`src/rtl/pipestage.sv`:
```
// pipestage: pipeline stage register with valid/ready handshake.
// Carries an opaque data bundle and a control bundle that is zeroed for bubbles
// (nopin) and on flush. Define PIPESTAGE_SKID_EN to add a two-entry skid buffer
// with a registered readyout; otherwise a single entry with combinational readyout.
module pipestage #(
  parameter int unsigned DATAW = 256,
  parameter int unsigned CTRLW = 8
) (
  input  logic             clk,
  input  logic             rst,
  input  logic             flush,
  input  logic             validin,
  output logic             readyout,
  input  logic             nopin,
  input  logic [CTRLW-1:0] controlin,
  input  logic [DATAW-1:0] datain,
  output logic             validout,
  input  logic             readyin,
  output logic [CTRLW-1:0] controlout,
  output logic [DATAW-1:0] dataout,
  output logic [1:0]       count
);

  // Encoding equals the number of beats held, so count is the state itself.
  typedef enum logic [1:0] {
    StEmpty = 2'd0,
    StOne   = 2'd1,
    StFull  = 2'd2
  } state_e;

  state_e           state_q, state_d;
  logic [CTRLW-1:0] main_ctrl_q;
  logic [DATAW-1:0] main_data_q;
  logic [CTRLW-1:0] ctrl_eff;
  logic             accept, consume;
  logic             load_main_in;

`ifdef PIPESTAGE_SKID_EN
  logic [CTRLW-1:0] skid_ctrl_q;
  logic [DATAW-1:0] skid_data_q;
  logic             load_skid, load_main_skid;
  logic             ready_q, ready_d;

  assign readyout = ready_q;
`else
  assign readyout = readyin || !validout;
`endif

  assign ctrl_eff   = nopin ? '0 : controlin;
  assign accept     = validin && readyout;
  assign consume    = validout && readyin;
  assign validout   = (state_q != StEmpty);
  assign controlout = validout ? main_ctrl_q : '0;
  assign dataout    = main_data_q;
  assign count      = state_q;

  // Next-state and entry load decisions; flush overrides any accept/consume.
  always_comb begin
    state_d      = state_q;
    load_main_in = 1'b0;
`ifdef PIPESTAGE_SKID_EN
    load_skid      = 1'b0;
    load_main_skid = 1'b0;
`endif
    if (flush) begin
      state_d = StEmpty;
    end else begin
      unique case (state_q)
        StEmpty: begin
          if (accept) begin
            state_d      = StOne;
            load_main_in = 1'b1;
          end
        end
        StOne: begin
`ifdef PIPESTAGE_SKID_EN
          if (accept && consume) begin
            load_main_in = 1'b1;
          end else if (accept) begin
            state_d   = StFull;
            load_skid = 1'b1;
          end else if (consume) begin
            state_d = StEmpty;
          end
`else
          // Without a skid entry an accept while valid implies a consume.
          if (accept) begin
            load_main_in = 1'b1;
          end else if (consume) begin
            state_d = StEmpty;
          end
`endif
        end
        StFull: begin
`ifdef PIPESTAGE_SKID_EN
          if (consume) begin
            state_d        = StOne;
            load_main_skid = 1'b1;
          end
`else
          state_d = StEmpty;
`endif
        end
        default: state_d = StEmpty;
      endcase
    end
`ifdef PIPESTAGE_SKID_EN
    ready_d = (state_d != StFull);
`endif
  end

  // State register (and registered upstream ready in the skid build).
  always_ff @(posedge clk or posedge rst) begin
    if (rst) begin
      state_q <= StEmpty;
`ifdef PIPESTAGE_SKID_EN
      ready_q <= 1'b1;
`endif
    end else begin
      state_q <= state_d;
`ifdef PIPESTAGE_SKID_EN
      ready_q <= ready_d;
`endif
    end
  end

  // Main entry payload; holds its value when the entry empties.
  always_ff @(posedge clk or posedge rst) begin
    if (rst) begin
      main_ctrl_q <= '0;
      main_data_q <= '0;
    end else if (load_main_in) begin
      main_ctrl_q <= ctrl_eff;
      main_data_q <= datain;
`ifdef PIPESTAGE_SKID_EN
    end else if (load_main_skid) begin
      main_ctrl_q <= skid_ctrl_q;
      main_data_q <= skid_data_q;
`endif
    end
  end

`ifdef PIPESTAGE_SKID_EN
  // Skid entry payload, captured when main is stalled.
  always_ff @(posedge clk or posedge rst) begin
    if (rst) begin
      skid_ctrl_q <= '0;
      skid_data_q <= '0;
    end else if (load_skid) begin
      skid_ctrl_q <= ctrl_eff;
      skid_data_q <= datain;
    end
  end
`endif

endmodule
```
`config.mk`:
```
export PLATFORM = sky130hd
export DESIGN_NAME = pipestage
export DESIGN_NICKNAME = d
export VERILOG_FILES = /design/src/rtl/pipestage.sv
export SDC_FILE = /design/constraint.sdc
export NUM_CORES = 1
export LEC_CHECK = 0
export ABC_AREA = 0
export BUFFER_PORTS_ARGS = -buffer_cell sky130_fd_sc_hd__buf_4
export CAP_MARGIN = 25
export CORE_AREA = 2 2 210 212
export CTS_CLUSTER_SIZE = 10
export DETAILED_ROUTE_END_ITERATION = 6
export DIE_AREA = 0 0 212 214
export PLACE_DENSITY = 0.47
export SYNTH_ARGS = -nofsm -noshare
export SYNTH_HDL_FRONTEND = slang
export SYNTH_SLANG_ARGS = --single-unit
```
`constraint.sdc`:
```
create_clock -name clk -period 14.4 [get_ports clk]
set_input_delay 0.72 -clock clk [delete_from_list [all_inputs] [get_ports clk]]
set_output_delay 0.72 -clock clk [all_outputs]
set_load 0.005 [all_outputs]
```
==> impl_metrics.yaml <==
routing:
  drc: 0
  routed_wl_mm: 30.91
  ant_nets: 0
  drt_iter0_markers: 252
  drt_pass1_iterations: 4
  via_count: 6861
  routedWlPerCell_um: 17.86
  via_per_inst: 3.966
yosys:
  syn_area_um2: 9998
  yosysTopAreaCell: "dfrtp_1"
  synth_seq_cells: 265
  syn-num-nets: 853
  synth_top_area_share_pct: 66.32
  syn_area_per_cell_um2: 17.15
  yosys_warnings: 0
  synth.area.top_cells: "dfrtp_1, mux2_2, mux2_1"
  ys_types: 12
  synthCells: 583
  yosysSeqAreaShare_pct: 66.32
clock_tree:
  tritoncts: "done"
  insertion_delay_ns: 0.52
  clk_pin_slew_ns: 0.06
  post_cts_buffers: 0
  clock_sinks: 265
  post_cts_resize_count: 0
  cts_root_buf: "clkbuf_16"
  cts_hold_buf: 0
  clockBufferDepth: 3
  numCtsBuffers: 34
  h-tree-depth: 2
worst_setup_path:
  start_kind: "flop"
  setup.worst_path.class: "reg2reg"
  startpoint: "count[0]"
  required_ns: 14.80
  r2r-start: "count[0]"
  timing.critical_path.fanout_max: 184
  critPathCaptureType: "flop"
  timing.rr.end: "dataout[69]"
  r2r_slack_ns: 11.20
  endpoint: "dataout[69]"
  crit_arrival_ns: 3.59
  r2r_cells: 6
timing:
  finalSetupViolCount: 0
  tns_ns: 0
  slew_viol_final: 0
  fin_ws_ns: 11.20
  fin_worst_skew_ns: 0.009986
  maxSlewHeadroom_pct: 29.36
  hold_viol: 0
  fin_crit_ns: 3.198
  clock.fmax_ghz: 0.3127
  rsz0062_at_grt: "false"
  post-route-period-util_pct: 22.21
  tightest_slew_ns: 1.060
global_routing:
  antenna_found_initial: 0
  grt_pass1_vias: 7446
  grt_max_degree: 185
  track_usage_pct: 13.45
  grt_pass1_wl_mm: 46.15
  overflow: 0
die:
  io_pins: 538
  die_area_um2: 45370
  start_util_pct: 23.31
  num_rows: 76
  core-area_um2: 42890
  die_y_um: 214
  die_x_um: 212
place:
  pre_cts_slack_ns: 10.96
  hpwlAfterDp_mm: 22.58
  place.gp.congestion: 0.7445
  io_buffers: 536
  dp_cells: 1678
cells_and_area:
  nNetsFinal: 1400
  multi_input_area_um2: 3110
  seqCellArea_um2: 6631
  areaGrowthSynthToFinish_pct: 56.60
  fill_cells: 4248
  final_common_cell: "buf_4"
  post-route-util_pct: 36.51
  diodes: 0
  drive_above_1_share_pct: 72.75
  fin_cells: 1730
  final_cell_mix: "buf_4, dfrtp_1, mux2_2, clkbuf_16, mux2_1"
status:
  outcome: "finished clean"
power:
  p_per_area_nw_per_um2: 140.6
  vdd_drop_max_mv: 0.07974
  leakage_nw: 7.347
hold_path:
  hold_class: "in2async"
flow_run:
  cap_violations: 0
## power breakdown
part | internal, mW | switching (mW)
registers | 0.872 | 0.0664
clock network | 0.499 | 0.311
logic | 0.297 | 0.156
## area by class of cell
type / instances / area share (%)
well taps: 585 / 4.675
flip-flops and latches: 265 / 42.35
inverters: 2 / 0.09589
clock inverters: 3 / 0.2557
repair buffers: 542 / 26.32
clock buffers: 48 / 6.433
multi-input cells: 285 / 19.87
## state kept, by name, summed over array words and instances, names as in the netlist
name	count
count	1
main_ctrl_q	8
dataout	256
## cell families after synthesis
| kind of cell | count (synthesis) | share of synthesized area (%) |
|---|---|---|
| DFF | 265 | 66.32 |
| muxes | 264 | 29.73 |
| buffers and inverters | 33 | 2.628 |
| and+or+nand+nor | 20 | 1.277 |
| other | 1 | 0.03751 |
## metal layers
layer / part of all wire [%] / GRT usage [%] / vias up / wire length, µm
li1: - / - / 3132 / -
met2: 54 / 25.07 / 259 / 16730
met3: 7.6 / 4.340 / 49 / 2338
met1: 36 / 14.13 / 3421 / 11100
met4: 2.4 / 4.272 / 0 / 738
met5: 0 / 0 / - / 0
## stage by stage
stage / area [µm²] / hold WS, ns / power [mW]
floorplan: 9998 / 0.4720 / 1.106
global placement: 14560 / 0.4684 / 1.409
detailed placement: 14580 / 0.4759 / 1.415
CTS: 15630 / 0.3494 / 2.252
global route: 15660 / 0.2248 / 2.327
finish: 15660 / 0.2180 / 2.201
## synth_stat cells
cell       n
and2_1     8
and2b_1    1
buf_4     25
buf_6      6
conb_1     1
dfrtp_1  265
inv_1      2
mux2_1    19
mux2_2   245
nor2_1     2
nor2b_1    8
nor3b_2    1
## worst max-delay path, stage by stage, from the launching register on
cell	delay [ns]
dfrtp_1	0.49
and2b_1	0.26
nor3b_4	0.22
buf_12	0.73
buf_4	0.41
buf_16	0.33
mux2_2	0.39
## worst min path at each step
| stage | startpoint | end | slack (ns) | cells after the start |
|---|---|---|---|---|
| final | rst | dataout[57] | 0.22 | 2 |
| after global routing | rst | dataout[57] | 0.22 | 2 |
| after CTS | flush | count[0] | 0.35 | 2 |
| after detailed placement | dataout[92] | dataout[92] | 0.48 | 1 |
| after global placement | dataout[94] | dataout[94] | 0.47 | 1 |
| after floorplan | main_ctrl_q[6] | main_ctrl_q[6] | 0.47 | 1 |
Note: power is estimated with default switching activity, not from simulation.
